[src/rtl/seg7_word_decoder.sv]
// seg7_word_decoder: receive side of the HEX item display.
// Collects four active-low 7-segment digits (HEX3 first, HEX0 last) over a
// valid/ready stream and recovers the 3-bit UPC item code they display.
// Frames that match no known item return upc=3'b111 with upc_err=1.
// A partial frame left idle for too long is dropped and frame_abort pulses.
//
// Ports:
//   clk, reset_n          clock, asynchronous active-low reset
//   seg_valid/seg_ready   digit stream handshake, seg_in = segments 6..0
//   upc_valid/upc_ready   result handshake, upc/upc_err = decoded frame
//   frame_abort           one-cycle pulse when a partial frame times out
module seg7_word_decoder #(
    parameter int unsigned TIMEOUT = 1000
) (
    input  logic       clk,
    input  logic       reset_n,
    input  logic       seg_valid,
    output logic       seg_ready,
    input  logic [6:0] seg_in,
    output logic       upc_valid,
    input  logic       upc_ready,
    output logic [2:0] upc,
    output logic       upc_err,
    output logic       frame_abort
);

    localparam int unsigned TW     = $clog2(TIMEOUT + 1);
    localparam int unsigned SEG_W  = 7;
    localparam int unsigned SLOT_W = 3 * SEG_W;
    localparam logic [6:0]  BLANK  = 7'b1111111;

    typedef enum logic {
        COLLECT = 1'b0,
        HOLD    = 1'b1
    } state_e;

    state_e              state_q, state_d;
    logic [1:0]          cnt_q, cnt_d;
    logic [TW-1:0]       tmo_q, tmo_d;
    logic [SLOT_W-1:0]   frame_q, frame_d;     // HEX3 in [20:14], HEX2 [13:7], HEX1 [6:0]
    logic [2:0]          upc_q, upc_d;
    logic                upc_err_q, upc_err_d;
    logic                abort_q, abort_d;
    logic                accept;
    logic [2:0]          match_upc;
    logic                match_err;

    assign seg_ready   = (state_q == COLLECT);
    assign upc_valid   = (state_q == HOLD);
    assign upc         = upc_q;
    assign upc_err     = upc_err_q;
    assign frame_abort = abort_q;
    assign accept      = seg_valid & seg_ready;

    // Exact 28-bit match of the stored slots plus the incoming HEX0 digit.
    always_comb begin
        match_upc = 3'b111;
        match_err = 1'b1;
        case ({frame_q, seg_in})
            {BLANK,   BLANK,    7'b0101111, 7'b0111011}: begin match_upc = 3'b000; match_err = 1'b0; end
            {BLANK,   7'b0001100, 7'b0000110, 7'b0101011}: begin match_upc = 3'b001; match_err = 1'b0; end
            {7'b0100001, 7'b1000000, 7'b1000111, 7'b1000111}: begin match_upc = 3'b011; match_err = 1'b0; end
            {7'b0001110, 7'b1001111, 7'b0010010, 7'b0001001}: begin match_upc = 3'b100; match_err = 1'b0; end
            {BLANK,   BLANK,    7'b0101111, 7'b0111001}: begin match_upc = 3'b101; match_err = 1'b0; end
            {BLANK,   7'b1110111, 7'b0101011, 7'b1110111}: begin match_upc = 3'b110; match_err = 1'b0; end
            default: begin match_upc = 3'b111; match_err = 1'b1; end
        endcase
    end

    // Next-state: digit collection, timeout, and result handoff.
    always_comb begin
        state_d   = state_q;
        cnt_d     = cnt_q;
        tmo_d     = tmo_q;
        frame_d   = frame_q;
        upc_d     = upc_q;
        upc_err_d = upc_err_q;
        abort_d   = 1'b0;
        case (state_q)
            COLLECT: begin
                if (accept) begin
                    tmo_d = '0;
                    if (cnt_q == 2'd3) begin
                        state_d   = HOLD;
                        cnt_d     = 2'd0;
                        upc_d     = match_upc;
                        upc_err_d = match_err;
                    end else begin
                        case (cnt_q)
                            2'd0:    frame_d[20:14] = seg_in;
                            2'd1:    frame_d[13:7]  = seg_in;
                            default: frame_d[6:0]   = seg_in;
                        endcase
                        cnt_d = 2'(cnt_q + 2'd1);
                    end
                end else if (cnt_q == 2'd0) begin
                    tmo_d = '0;
                end else if (tmo_q == TW'(TIMEOUT - 2)) begin
                    // Counter would reach TIMEOUT-1 this cycle: drop the partial frame.
                    cnt_d   = 2'd0;
                    tmo_d   = '0;
                    abort_d = 1'b1;
                end else begin
                    tmo_d = TW'(tmo_q + TW'(1));
                end
            end
            HOLD: begin
                tmo_d = '0;
                if (upc_ready) begin
                    state_d = COLLECT;
                    cnt_d   = 2'd0;
                end
            end
            default: state_d = COLLECT;
        endcase
    end

    // State register.
    always_ff @(posedge clk or negedge reset_n) begin
        if (!reset_n) begin
            state_q   <= COLLECT;
            cnt_q     <= 2'd0;
            tmo_q     <= '0;
            frame_q   <= '0;
            upc_q     <= 3'b000;
            upc_err_q <= 1'b0;
            abort_q   <= 1'b0;
        end else begin
            state_q   <= state_d;
            cnt_q     <= cnt_d;
            tmo_q     <= tmo_d;
            frame_q   <= frame_d;
            upc_q     <= upc_d;
            upc_err_q <= upc_err_d;
            abort_q   <= abort_d;
        end
    end

endmodule

[config.mk]
export PLATFORM = sky130hd
export DESIGN_NAME = seg7_word_decoder
export DESIGN_NICKNAME = d
export VERILOG_FILES = /design/src/rtl/seg7_word_decoder.sv
export SDC_FILE = /design/constraint.sdc
export NUM_CORES = 1
export LEC_CHECK = 0
export ABC_AREA = 0
export CORE_UTILIZATION = 41
export DETAILED_ROUTE_END_ITERATION = 12
export MAX_ROUTING_LAYER = met4
export PLACE_DENSITY = 0.59
export SETUP_SLACK_MARGIN = 0.4
export SLEW_MARGIN = 20
export SYNTH_ARGS = -nofsm -noshare
export SYNTH_HDL_FRONTEND = slang
export SYNTH_SLANG_ARGS = --single-unit
[constraint.sdc]
create_clock -name clk -period 3.75 [get_ports clk]
set_clock_uncertainty 0.1 [all_clocks]
set_input_delay 0.375 -clock clk [delete_from_list [all_inputs] [get_ports clk]]
set_output_delay 0.375 -clock clk [all_outputs]
set_load 0.005 [all_outputs]
### Word level (Yosys, flattened, before mapping)

Cells that the tools add are included.

| word-level totals | value |
|---|---|
| input bits | 11 |
| output and inout port bits | 7 |
| word-level logic and storage cells | 55 |
| register bits | 39 |

| cells by class | value |
|---|---|
| add/sub/neg operators | 2 |
| equality and inequality tests | 12 |
| bitwise operators | 4 |
| reductions and logical operators | 8 |
| muxes and demuxes | 20 |

Operators by type and width:

| kind | count |
|---|---|
| $eq 28x28->1 const B | 4 |
| $mux 10 | 3 |
| $eq 28x25->1 const B | 1 |
| $eq 28x27->1 const B | 1 |
| $pmux 10 s2 | 1 |
| $pmux 3 s6 | 1 |
| $reduce_and 4->1 | 3 |
| $add 10x1->10 const B | 1 |
| $eq 10x10->1 const B | 1 |
| $mux 2 | 5 |
| $mux 1 | 8 |
| $reduce_and 3->1 | 2 |
| $reduce_or 6->1 | 1 |
| $pmux 2 s2 | 1 |
| $ne 3x1->1 const B | 1 |
| $ne 3x3->1 const B | 1 |
| $not 1->1 | 3 |
| $add 2x1->2 const B | 1 |
| $eq 2x1->1 const B | 1 |
| $eq 2x2->1 const B | 1 |
| $logic_not 2->1 | 1 |
| $ne 2x2->1 const B | 1 |
| $pmux 1 s2 | 1 |
| $reduce_or 2->1 | 1 |
| $and 1x1->1 | 1 |

### Logic depth before layout (Yosys ltp)

Gate-level depths: netlist of run 1.

| logic depth | value |
|---|---|
| depth in word-level cells | 5 |
| depth in mapped cells | 8 |
| mapped depth without buffers | 8 |

### Worst setup path before layout of run 1

Ideal clock, no wire load.

| timing path | value |
|---|---|
| path kind | input to register |
| start | input seg_in[4] |
| end | register upc_q[0], in the netlist upc[0] |
| data required time | 3.526 ns |
| cell stages on the path | 6 |
| library setup time | 0.124 ns |
| setup slack | 1.483 ns |
| data arrival time | 2.043 ns |
| path buffers | 0 |
| path through | or4b_1 or4_4 nor4_4 a41o_2 nor3_2 o21bai_1 |

| on the way | value |
|---|---|
| longest elaborated chain between the ends | 2 |
| elaborated cells between the ends (all ways) | 7 |
| those cells by class | eq/ne: 6; mux: 1 |

Ends and longest elaborated chain:

| element | RTL line | source |
|---|---|---|
| start, declared | 19 | `input logic [6:0] seg_in,` |
| $eq 28x28->1, or another cell as far along | 59 | `case ({frame_q, seg_in})` |
| $pmux 3 s6 * | 59 |  |
| end signal, assigned | 133 | `upc_q <= upc_d;` |
| end, declared | 41 | `logic [2:0] upc_q, upc_d;` |

Mark *: on every way between the ends. The rest lies on a longest branch, timed or not.
A chain may end at the register's enable or synchronous reset.

### Final worst setup path of run 1

Ends and elaborated chain as after synthesis.

==> results of run 1 <==
==> layout make-up <==
| type | count | area (µm²) |
|---|---|---|
| Fill cell | 394 | 2200 |
| Inverter | 7 | 26.3 |
| Clock buffer | 7 | 76.3 |
| Tap cell | 52 | 65.1 |
| Multi-Input combinational cell | 128 | 962 |
| Timing Repair Buffer | 17 | 165 |
| Clock inverter | 1 | 5.00 |
| Sequential cell | 39 | 976 |
==> cells in the mapped netlist <==
| master | count | area, µm² |
|---|---|---|
| a21o_1 | 1 | 7.51 |
| a31oi_1 | 3 | 18.8 |
| a41o_2 | 1 | 11.3 |
| and2_1 | 1 | 6.26 |
| and3_1 | 3 | 18.8 |
| clkbuf_1 | 1 | 3.75 |
| dfrtp_1 | 39 | 976 |
| ha_1 | 6 | 75.1 |
| inv_1 | 5 | 18.8 |
| inv_2 | 2 | 7.51 |
| mux2_1 | 4 | 45.0 |
| mux2_2 | 16 | 180 |
| nand2_1 | 14 | 52.6 |
| nand2b_1 | 1 | 6.26 |
| nand3_1 | 7 | 35.0 |
| nand3b_1 | 3 | 22.5 |
| nand4_1 | 3 | 18.8 |
| nand4b_1 | 2 | 17.5 |
| nand4bb_1 | 1 | 11.3 |
| nor2_1 | 18 | 67.6 |
| nor3_1 | 10 | 50.1 |
| nor3_2 | 1 | 10.0 |
| nor4_1 | 3 | 18.8 |
| nor4_4 | 2 | 42.5 |
| nor4b_1 | 2 | 17.5 |
| nor4b_2 | 2 | 30.0 |
| o211ai_2 | 1 | 12.5 |
| o21ai_0 | 2 | 10.0 |
| o21bai_1 | 2 | 15.0 |
| o22a_1 | 1 | 8.76 |
| o22ai_1 | 2 | 12.5 |
| or2_1 | 1 | 6.26 |
| or4_1 | 3 | 22.5 |
| or4_4 | 1 | 11.3 |
| or4b_1 | 2 | 20.0 |
| or4b_2 | 1 | 10.0 |
| xnor2_1 | 3 | 26.3 |
| xor2_1 | 5 | 43.8 |
==> cells by family (layout without fill, tap and decap cells) <==
group	count (synthesis)	in the layout	share of synthesized area, %
multiplexers	20	20	11.4
XOR/XNOR	8	8	3.56
AND/OR/NAND/NOR	81	81	25.2
buffers and inverters	8	32	1.53
AO/OA/AOI/OAI	13	13	4.89
adder cells (fa/ha/maj)	6	6	3.81
flip-flops	39	39	49.6
==> flip-flops by register name, summed over array words and instances, names as in the netlist <==
register,flops
upc_err,1
upc_valid,1
upc,3
cnt_q,2
tmo_q,10
frame_abort,1
frame_q,21
==> layer usage <==
| layer | vias up | track usage, % | routed length, µm |
|---|---|---|---|
| met5 | - | - | 0 |
| met4 | 0 | 5.33 | 57 |
| met3 | 6 | 4.36 | 168 |
| met2 | 30 | 27.0 | 1840 |
| met1 | 742 | 24.0 | 1970 |
| li1 | 684 | - | - |
==> per-stage QoR <==
| stage | cell area [µm²] | std cells |
|---|---|---|
| floorplan | 1970 | 175 |
| global placement | 2190 | 243 |
| detailed placement | 2190 | 243 |
| CTS | 2280 | 251 |
| global route | 2280 | 251 |
| finish | 2280 | 251 |
==> worst max path at each step <==
| stage | startpoint | endpoint |
|---|---|---|
| 3_5_place_dp | seg_in[4] | upc[1] |
| 5_1_grt | seg_in[4] | upc[0] |
| 6_report | seg_in[4] | upc[0] |
| 2_1_floorplan | seg_in[4] | upc[0] |
| 4_1_cts | seg_in[4] | upc[1] |
| 3_3_place_gp | seg_in[4] | upc[1] |
==> report_power, final <==
part / switching [mW] / internal [mW] / total (mW)
logic: 0.200 / 0.260 / 0.460
registers: 0.160 / 0.581 / 0.741
clock network: 0.143 / 0.131 / 0.274
==> impl_results.md, run 1 <==
* Detailed-route via count at roughly 1500
* Share of cells above drive strength 1 at 17.1%
* CTS Buf Count at 5
* P per Cell Area at between 600 and 700 nW/µm²
* Drt total wl at 4030 µm
* WS Path Type: in -> reg
* Worst EP required at about 3800 ps
* Synthesis-to-layout area growth at 15.6%
* R2R depth at 6
* Worst-path clk slew at roughly 80 ps
* Largest stage delay, worst path at 560 ps
* Reg-to-reg slack, setup at ~1400 ps
* Wire length per cell at 16.1 µm
* Nets at 215
* Placement Setup Slack at about 900 ps
* Reg2reg end: upc[0]
* Syn nets at 192
* Crit path depth at 7
* Ys Warns at 0
* Row count at 24
* Crit. End Element: flop
* Yosys reg bits at 39
* Antenna diodes at 0
* Die area at 5080 µm²
* Root Driver: clkbuf_8
* Synthesized area at 1970 µm²
* Vias in the first global route at 1380
* I/O Buffers at 17
* Max Buffers Root-to-Sink at 2
* WHS at between 80 and 90 ps
* DR vias/cell at 5.82
* DIE HEIGHT at 71.3 µm
* Crit share post-route at 68.7%
* Slew headroom at 32.1%
* Largest net degree at the start of global routing at 40
* Core box area at between 4000 and 5000 µm²
* HPWL Detailed at 2920 µm
* Detail Route Antenna Nets at 0
* Most common cell after layout, fill and taps aside: dfrtp_1
* Global-route wire length before repair at about 6800 µm
* Number of DRC markers in iteration 0 at 129
* HP Class: in -> async
* Max stage delay cell, worst path: or4b_1
* Sequential share of the synthesized area at 49.6%
* CTS tree: built
* Syn Inst Count at 175
* Status: finished clean
* Clk sinks at 39
* Final setup violation count at 0
* Drt drc at 0
* Setup TNS Final at 0 ps
* Worst path bufs/invs at 1
* I/O pin total at 18
* Pwr Total at roughly 1.5 mW
* Hold Violations, Final at 0
* Fmax at 388 MHz
* Final WS setup at 1170 ps
* Fin util at around half
* Initial antenna violation count at 0
* Grt total ovfl at 0
* Worst vdd ir at around 330 µV
* Most frequent cells in the layout: dfrtp_1 (39), nor2_1 (18), mux2_2 (16), clkdlybuf4s50_1 (16), nand2_1 (14)
* CP cell instances: clkdlybuf4s50_1 > or4b_1 > or4_4 > nor4_4 > a41o_2 > nor3_2 > o21bai_1
* Initial core utilization at 44.0%
* GPL Wtd Cong at 0.952
* Worst-path maximum fanout at 5
* Critical Path AT at 2640 ps
* Max Cap Viol at 0
* Post-CTS Setup Bufs at 0
* H-tree Lvls at 2
* Avg Cell Area, Syn at 11.2 µm²
* DRT Pass-1 Iters at 4
* Reg2Reg Launch Point: frame_q[3]
* Pins Over Slew Limit at 0
* Worst-Margin Slew at 1020 ps
* RSZ-0062 raised after global routing: no
* Startpoint Class: input port
* Static Leak at 0.926 nW
* Cts repair resizes at 0
* Min Clock Period, post-route at about 2600 ps
* Delay-heaviest family, CP: simple AND/OR/NAND/NOR gates
* Clock latency at the later pin of the worst-skew pair at a little under 300 ps
* Post-synthesis cell type count at 38
* Tot GR Track Use at 17.9%
* Hold Buf Count CTS at 0
* Die X at 71.3 µm
(Power assumes the default switching activity.)
==> run 2: changes to the inputs <==
clock period = 2.5 ns   (was 3.75 ns; I/O delays follow)
==> run 2 against run 1 <==
- the flow now finishes with violations (DRC)
- sequential share of layout area decreased by 2.0 points
- combinational power increased by 60%
- via count increased by 1.6%
- sequential power increased by 50%
- final cell count increased by 4.4%
- total power increased by 55%
- sequential cell count unchanged
- worst setup slack got worse by 920 ps
- critical path type is now reg -> reg
- largest power group unchanged
- highest routed layer unchanged
==> impl_results.md, run 2 (synthesized netlist as in run 1, its figures left out) <==
* Setup TNS Final at 0 ps
* Initial antenna violation count at 0
* Reg2reg end: upc[1]
* Slew headroom at 34.7%
* I/O pin total at 18
* Synthesis-to-layout area growth at 21.4%
* CTS tree: built
* Sequential cell area at 976 µm²
* Status: finished, violations left
* Tot GR Track Use at 19.8%
* Die X at 71.3 µm
* I/O Buffers at 17
* CP cell instances: or4b_4 > or4_4 > nor4_4 > a41o_2 > nor3_4 > o21bai_1
* DRT Pass-1 Iters at 8
* Detailed-route via count at 1485
* Worst vdd ir at 511 µV
* Static Leak at 0.991 nW
* HPWL Detailed at approximately 3000 µm
* Most common cell after layout, fill and taps aside: dfrtp_1
* Setup crit start: frame_q[5]
* Drt drc at 4
* Finished Layout Cells at 262
* Startpoint Class: flop
* Wire length per cell at ~16 µm
* Root Driver: clkbuf_8
* Worst-path clk slew at 80 ps
* DR vias/cell at ~5.7
* Crit share post-route at 90.0%
* Largest stage delay, worst path at about 530 ps
* Nets at 226
* Hold Violations, Final at 0
* Fill count at around 400
* Max Buffers Root-to-Sink at 2
* Worst EP required at around 2600 ps
* HP Class: in -> async
* Global-route wire length before repair at about 7400 µm
* Reg2Reg Launch Point: frame_q[5]
* Die area at 5080 µm²
* H-tree Lvls at 2
* Initial core utilization at 44.0%
* Detail Route Antenna Nets at 0
* Max FFs per register at 21
* Reg-to-reg slack, setup at 250 ps
* Fmax at between 400 and 500 MHz
* Row count at 24
* Final setup violation count at 0
* P per Cell Area at around 960 nW/µm²
* GPL Wtd Cong at 0.962
* Number of DRC markers in iteration 0 at 68
* Multi-input gate area at around 980 µm²
* RSZ-0062 raised after global routing: yes
* Drt total wl at 4230 µm
* Pins Over Slew Limit at 0
* Placed Cells at 253
* Largest net degree at the start of global routing at 40
* Antenna diodes at 0
* WHS at 10.5 ps
* Crit. End Element: flop
* Clock latency at the later pin of the worst-skew pair at 290 ps
* Share of cells above drive strength 1 at 23.3%
* Register bank with the most flops: frame_q
* Pwr Total at 2.29 mW
* Most frequent cells in the layout: dfrtp_1 (39), nor2_1 (18), mux2_2 (16)
* Vias in the first global route at 1510
* DIE HEIGHT at 71.3 µm
* Clk sinks at 39
* Capture point of the critical path: upc[1]
* WS Path Type: reg -> reg
* Failing checks: DRC
* CTS Buf Count at 5
* Max Cap Viol at 0
* Worst-Margin Slew at 979 ps
* Fin util at 53.4%
* Grt total ovfl at 0
* Max stage delay cell, worst path: or4b_4
* Critical Path AT at 2320 ps
* Hold Buf Count CTS at 0
* Core box area at 4470 µm²
* R2R depth at 6
* Worst-path maximum fanout at 3
* Min Clock Period, post-route at between 2000 and 2500 ps
## run 2: changes by cell type in the layout (fill, tap and decap cells not counted), sizes merged
cell / delta
buf: +10
clkdlybuf4s50: -1
clkinvlp: +1
dlygate4sd2: +1
## run 2: where the power goes
group	switching [mW]	total (mW)	leakage (nW)	internal, mW
sequential	0.237	1.11	0.484	0.872
combinational	0.317	0.734	0.460	0.416
clock	0.222	0.447	0.0474	0.225
total	0.777	2.29	0.991	1.51
## run 2: what timing repair did
action,in CTS,in global routing
gates resized for setup,4,0
setup buffers,1,0
pin swaps,1,0
endpoints found under the setup margin,4,4
gates cloned,0,0
## run 2: metal layers
metal / track usage (%) / share of wire (%) / up-vias
met1: 26.8 / 49 / 741
li1: - / - / 706
met5: - / 0 / -
met3: 4.36 / 3.4 / 9
met2: 29.0 / 46 / 29
met4: 8.00 / 1.7 / 0
## run 2: worst max-delay path, delay by kind of cell (launching register included)
kind            cells  cell delay (ps)
simple gates        4             1260
flops               1              420
compound gates      2              360
## run 2: worst min path at each step
stage | start | to | slack [ps] | depth (start not counted)
after global placement | reset_n | frame_q[6] | 340 | 1
final | reset_n | frame_q[11] | 10 | 1
after detailed placement | reset_n | frame_q[5] | 350 | 1
after floorplan | reset_n | cnt_q[0] | -150 | 0
after global routing | reset_n | frame_q[11] | 70 | 1
after CTS | reset_n | frame_q[2] | 30 | 1
## run 2: cell type report
| cell class | count | share of cell area [%] |
|---|---|---|
| clock buffers | 6 | 3.46 |
| clock inverters | 2 | 0.681 |
| inverters | 7 | 1.10 |
| multi-input cells | 128 | 40.9 |
| flip-flops and latches | 39 | 40.9 |
| well taps | 52 | 2.72 |
| repair buffers | 28 | 10.3 |
## run 2: stage by stage
stage / area, µm² / worst slack [ps]
after global routing: 2390 / 206
after floorplan: 1970 / 402
after global placement: 2270 / -34.6
final: 2390 / 249
after CTS: 2390 / 277
after detailed placement: 2270 / -101
==> run 3: changes to the inputs <==
CORE_ASPECT_RATIO = 1.25   (was default)
==> run 3 against run 2 <==
- the flow finishes with violations (hold timing)
- global-route usage decreased by 0.65 points
- combinational power increased by 0.8%
- routed wire length about the same
- critical path depth unchanged
- die area about the same
- highest routed layer unchanged
- hold slack got worse by 28 ps
- sequential cell count unchanged
==> impl_results.md, run 3 (synthesized netlist as in run 1, its figures left out) <==
* Status: finished, violations left
* Failing checks: hold timing
* Clk sinks at 39
* WHS at -17.4 ps
* Grt total ovfl at 0
* Initial core utilization at 43.8%
* Worst-path maximum fanout at 3
* Die area at about 5100 µm²
* Fmax at 461 MHz
* Root Driver: clkbuf_8
* I/O Buffers at 17
* Global-route wire length before repair at 7200 µm
* Initial antenna violation count at 0
* Detail Route Antenna Nets at 0
* Setup TNS Final at 0 ps
* Min Clock Period, post-route at 2170 ps
* Drt drc at 0
* Fin util at a little over half
* Largest net degree at the start of global routing at 40
* Largest stage delay, worst path at roughly 520 ps
* Clock latency at the later pin of the worst-skew pair at 280 ps
* CTS Buf Count at 5
* Crit share post-route at 86.7%
* Worst vdd ir at 465 µV
* Most common cell after layout, fill and taps aside: dfrtp_1
* Detailed-route via count at 1459
* Register bank with the most flops: frame_q
* Finished Layout Cells at 267
* GPL Wtd Cong at 0.891
* CP cell instances: or4b_1 > or4_4 > nand3b_1 > o211ai_2 > nor3_2 > o21bai_1
* Antenna diodes at 0
* H-tree Lvls at 2
* Max Cap Viol at 0
* Startpoint Class: flop
* Die X at 64.0 µm
* Critical Path AT at 2240 ps
* Synthesis-to-layout area growth at 20.8%
* Max FFs per register at 21
* Hold Buf Count CTS at 0
* Delay-heaviest family, CP: simple AND/OR/NAND/NOR gates
* DRT Pass-1 Iters at 4
* Pins Over Slew Limit at 0
* Placed Cells at 260
* Static Leak at 0.984 nW
* Drt total wl at 4220 µm
* HP Class: in -> async
* Most frequent cells in the layout: dfrtp_1 (39), nor2_1 (18), mux2_2 (16)
* Hold Violations, Final at 29
* Crit. End Element: flop
* Max stage delay cell, worst path: or4_4
* Worst path bufs/invs at 0
* Nets at 227
* Share of cells above drive strength 1 at between 20% and 30%
* Worst EP required at between 2000 and 3000 ps
* Slew headroom at between 40% and 50%
* Pwr Total at 2.23 mW
* Vias in the first global route at 1524
* Core box area at about 4500 µm²
* Final setup violation count at 0
* Tot GR Track Use at around a fifth
* Worst-path clk slew at 70 ps
* Number of DRC markers in iteration 0 at 43
* Wire length per cell at 15.8 µm
* I/O pin total at 18
* WS Path Type: reg -> reg
* Row count at 27
* DR vias/cell at approximately 5.5
* DIE HEIGHT at about 80 µm
* P per Cell Area at 936 nW/µm²
* HPWL Detailed at 3110 µm
* Worst-Margin Slew at 872 ps
* RSZ-0062 raised after global routing: yes
* Max Buffers Root-to-Sink at 2
* Fill count at 400
* CTS tree: built
run 3: report_power, final:
part | internal, mW | switching (mW)
sequential | 0.873 | 0.231
combinational | 0.423 | 0.316
clock | 0.186 | 0.197
total | 1.48 | 0.744
run 3: per-layer routing:
layer / vias to the layer above / share of wire [%] / GRT usage, %
met5: - / 0 / -
met4: 0 / 1.8 / 6.59
met3: 8 / 2.6 / 4.14
met2: 28 / 53 / 33.8
met1: 722 / 42 / 21.2
li1: 701 / - / -
run 3: path summary, 6_finish.rpt:
kind | endpoint | slack (ps) | cells after the start | startpoint
min reg2reg | upc_err | 380 | 1 | upc_err
max in group asynchronous | tmo_q[9] | 1770 | 1 | reset_n
min | frame_q[18] | -20 | 1 | reset_n
min in group clk | frame_q[19] | 370 | 3 | seg_in[5]
max reg2reg | upc[1] | 330 | 6 | frame_q[18]
max | upc[1] | 330 | 6 | frame_q[18]
run 3: final cells by class:
| cell class | instances | area (µm²) | share of cell area (%) |
|---|---|---|---|
| clock buffers | 6 | 72.6 | 3.05 |
| inverters | 7 | 26.3 | 1.11 |
| multi-input cells | 128 | 976 | 41.1 |
| flip-flops and latches | 39 | 976 | 41.1 |
| well taps | 58 | 72.6 | 3.05 |
| repair buffers | 29 | 254 | 10.7 |
run 3: timing repair:
item                       4_1_cts  5_1_grt
setup buffers                    1        0
setup endpoints to repair        4        4
hold endpoints to repair         0        0
pin swaps                        2        0
resized for setup                3        1
run 3: metrics by stage:
step	area, µm²	setup slack, ps
floorplan	1970	402
global placement	2280	-26.8
detailed placement	2280	-50.1
CTS	2370	321
global route	2380	273
finish	2380	332
==> patch 1, RTL diff (settings of run 1) <==
Register the output `seg_ready`, with the module's reset; this adds one clock of latency there. The other outputs are not delayed to match.
--- a/src/rtl/seg7_word_decoder.sv
+++ b/src/rtl/seg7_word_decoder.sv
@@ -34,6 +34,8 @@
         HOLD    = 1'b1
     } state_e;
 
+    logic seg_ready_d;
+
     state_e              state_q, state_d;
     logic [1:0]          cnt_q, cnt_d;
     logic [TW-1:0]       tmo_q, tmo_d;
@@ -45,12 +47,12 @@
     logic [2:0]          match_upc;
     logic                match_err;
 
-    assign seg_ready   = (state_q == COLLECT);
+    assign seg_ready_d = (state_q == COLLECT);
     assign upc_valid   = (state_q == HOLD);
     assign upc         = upc_q;
     assign upc_err     = upc_err_q;
     assign frame_abort = abort_q;
-    assign accept      = seg_valid & seg_ready;
+    assign accept      = seg_valid & seg_ready_d;
 
     // Exact 28-bit match of the stored slots plus the incoming HEX0 digit.
     always_comb begin
@@ -136,5 +138,13 @@
         end
     end
 
+    always_ff @(posedge clk or negedge reset_n) begin
+        if (!reset_n) begin
+            seg_ready <= '0;
+        end else begin
+            seg_ready <= seg_ready_d;
+        end
+    end
+
 endmodule
 
Formal check against the unedited RTL: not equivalent (a bounded check fails within 4 cycles, from zero or initial values and one cycle with reset_n low).
==> patch 1 against run 1 <==
- sequential power is 1% higher
- non-clock buffer count stayed put
- sequential cell count is 1 higher
- power is 1.3% lower
- worst hold slack better by 14 ps
- sequential share of layout area is 0.11 points higher
- largest cell class unchanged
- synthesized area is 2.7% higher
- wire length is 1.9% higher
- register-to-register slack better by 90 ps
- utilization is 1.6 points lower
- largest power group unchanged
- cell area is 2.3% higher
- setup slack better by 230 ps
==> patch 1: results (changes against run 1) <==
Drt
  – Avg WL per Cell: 15.22 um (-5.3%)
  – Drt first-iter violations: 66 (-49%)
  – Final WL: 4110 um (+1.9%)
  – Vias: 1509 (+3.2%)

Power
  – Int Pwr: 0.0009542 W (-1.8%)
  – Leak: 0.9378 nW (+1.3%)
  – VDD IR-drop max: 0.3003 mV (-8.0%)
  – Flop pwr share: 51.6% (+1.4 points)

Logic synthesis
  – Post-Synthesis Cells: 181 (+3.4%)
  – Post-synthesis mux area share: 11.15% (-0.30 points)
  – Xor/xnor cell area share of the yosys netlist: 2.601% (-0.96 points)
  – Top post-synthesis cells by area: dfrtp_1 (50%), mux2_1 (11%), ha_1 (3.7%)
  – Top post-synthesis cells by count: dfrtp_1 (40), mux2_1 (20), nor2_1 (12)
  – Synth Net Count: 198 (+3.1%)
  – Seq/Total Area, Yosys: 49.54% (-0.051 points)
  – Post-Synth Adder-Cell Area: 3.715% (-0.099 points)
  – Cell variety after synth: 41 (+7.9%)

Global route
  – Vias in the first global route: 1423 (+3.1%)
  – Overall Global Routing Usage: 18.34% (+0.43 points)
  – Largest net degree at the start of global routing: 41 (+2.5%)
  – First-pass GRT wire length: 6996 um (+3.2%)

Worst setup path
  – Cells on worst reg2reg path: 5 (-1)
  – Worst R2R Start: frame_q[9]
  – Worst EP arrival: 2420 ps (-220 ps)
  – Critical Path Source: seg_in[5]
  – R2R Setup Slk: 1470 ps (+90 ps)

Run status
  – Status: completed

Placement
  – Setup WS pre-CTS: 1088 ps (+202.6 ps)
  – Area after DPL: 2251 um^2 (+2.6%)
  – Post-Place Cells: 263 (+8.2%)
  – Placer Congestion: 0.8739 (-8.2%)

Finish
  – Share of layout cells above drive strength 1: 7.389% (-9.7 points)

STA
  – Worst hold slack: 100.8 ps (+14.33 ps)
  – Fmax: 0.4261 GHz (+9.8%)
patch 1: critical path, delay by kind of cell:
family                 cells  cell delay, ps
AND/OR/NAND/NOR            2            1010
buffers and inverters      1             470
AO/OA/AOI/OAI              3             570
patch 1: area by class of cell:
cell class	instances	area [um^2]
well taps	67	83.83
fillers	429	2395
multi-input cells	133	978.4
clock inverters	1	5.005
repair buffers	17	165.2
flip-flops and latches	40	1001
clock buffers	6	72.57
inverters	6	22.52
patch 1: metal layers:
metal	vias to the layer above	wire length (um)	global-route usage (%)
met1	750	1971	24.24
met3	8	153	4.722
met2	34	1921	27.00
met4	0	63	7.190
met5	-	0	-
li1	717	-	-
patch 1: logic make-up (layout without fill, tap and decap cells):
kind of cell    Yosys count  in the layout
mux                      20             20
compound gates           22             22
flops                    40             40
xor+xnor                  6              6
simple gates             79             79
buf+inv                   8             30
fa+ha+maj                 6              6
==> patch 2, RTL diff (config.mk and constraints of run 1) <==
Made on the original files. `TIMEOUT`: 1000 -> 4000.
--- a/src/rtl/seg7_word_decoder.sv
+++ b/src/rtl/seg7_word_decoder.sv
@@ -10,7 +10,7 @@
 //   upc_valid/upc_ready   result handshake, upc/upc_err = decoded frame
 //   frame_abort           one-cycle pulse when a partial frame times out
 module seg7_word_decoder #(
-    parameter int unsigned TIMEOUT = 1000
+    parameter int unsigned TIMEOUT = 4000
 ) (
     input  logic       clk,
     input  logic       reset_n,
Behaviour: same outputs for any inputs over 10 cycles, from zero or initial values and one cycle with reset_n low; that may be too few to reach the edited logic, so the function may still have changed.
==> patch 2 against run 1 <==
- first-iteration DRC count fell by 32%
- power up 0.99%
- wire length increased by 6.4%
- cell area increased by 4.6%
- sequential cell count is 2 higher
- critical endpoint is now upc[2]
- synthesized area up 5.5%
- via count grew 3.6%
- setup slack improved by 210 ps
- worst hold slack gained 20 ps
==> patch 2: results (changes against run 1) <==
Finish
  – Sequential cell area share: 43.09% (+0.21 points)
  – Multi-input combinational area share: 42.41% (+0.13 points)
  – ClkCell Share: 3.100% (-0.47 points)
  – Final net count: 224 (+4.2%)
  – NonClk Buf Share: 6.936% (-0.32 points)
  – Sequential cells: 41 (+5.1%)
  – Share of layout cells above drive strength 1: 17.48% (+0.39 points)
  – Comb_multi_in: 136 (+6.3%)
  – # clk buffers: 5 (-2)
  – Layout fillers: 444 (+13%)

Logic synthesis
  – Top post-synthesis cells by count: dfrtp_1 (41), mux2_2 (20), nor2_1 (18)
  – Top post-synthesis cells by area: dfrtp_1 (49%), mux2_2 (11%), ha_1 (3.6%)
  – Post-synthesis mux area share: 11.39% (-0.058 points)
  – Seq/Total Area, Yosys: 49.40% (-0.19 points)
  – Xor/xnor cell area share of the yosys netlist: 3.795% (+0.24 points)
  – Synth Area in Compound Gates: 4.458% (-0.44 points)

Drt
  – Via density: 5.549 (-4.7%)

STA
  – Fmax: 0.4216 GHz (+8.7%)
  – Worst hold slack: 106.6 ps (+20.12 ps)

Global route
  – First-pass GRT wire length: 7541 um (+11%)
  – Overall Global Routing Usage: 19.42% (+1.5 points)

Worst setup path
  – Cells on worst reg2reg path: 5 (-1)
  – Worst R2R Start: frame_q[9]
  – R2R Setup Slk: 1530 ps (+150 ps)
  – Capture point of the worst reg-to-reg path: upc[2]
  – CP max stage cell: or4_4

Die
  – N_taps: 67 (+29%)

Placement
  – Placer Congestion: 0.9394 (-1.3%)
  – DP HPWL: 3115 um (+6.8%)
  – Post-Place Cells: 267 (+9.9%)
  – Setup WS pre-CTS: 1082 ps (+197.3 ps)
  – Area after DPL: 2307 um^2 (+5.1%)

Power
  – Flop pwr share: 51.0% (+0.8 points)
  – Switching part of the total: 33.21% (-0.89 points)
  – Total Power: 0.001489 W (+0.99%)
  – Leak: 0.9702 nW (+4.8%)

Run status
  – Status: completed
## patch 2: cell count changes after synthesis, moves of 3 or more
cell | run 1 | this run
clkbuf_1 | 1 | 5
mux2_1 | 4 | 1
mux2_2 | 16 | 20
nand3_1 | 7 | 11
nor3_1 | 10 | 3
nor4_1 | 3 | 6
or4_1 | 3 | 0
## patch 2: per-layer routing
| layer | global-route usage, % | vias up | share of wire (%) |
|---|---|---|---|
| met5 | - | - | 0 |
| met1 | 26.08 | 749 | 47 |
| li1 | - | 716 | - |
| met3 | 4.558 | 9 | 4.5 |
| met2 | 28.81 | 41 | 47 |
| met4 | 6.536 | 0 | 1.2 |
## patch 2: worst max path at each step
stage / start / to
after floorplan: seg_in[4] / upc[2]
after global placement: seg_in[4] / upc[2]
after detailed placement: seg_in[4] / upc[2]
after CTS: seg_in[4] / upc[2]
after global routing: seg_in[4] / upc[2]
final: seg_in[4] / upc[2]
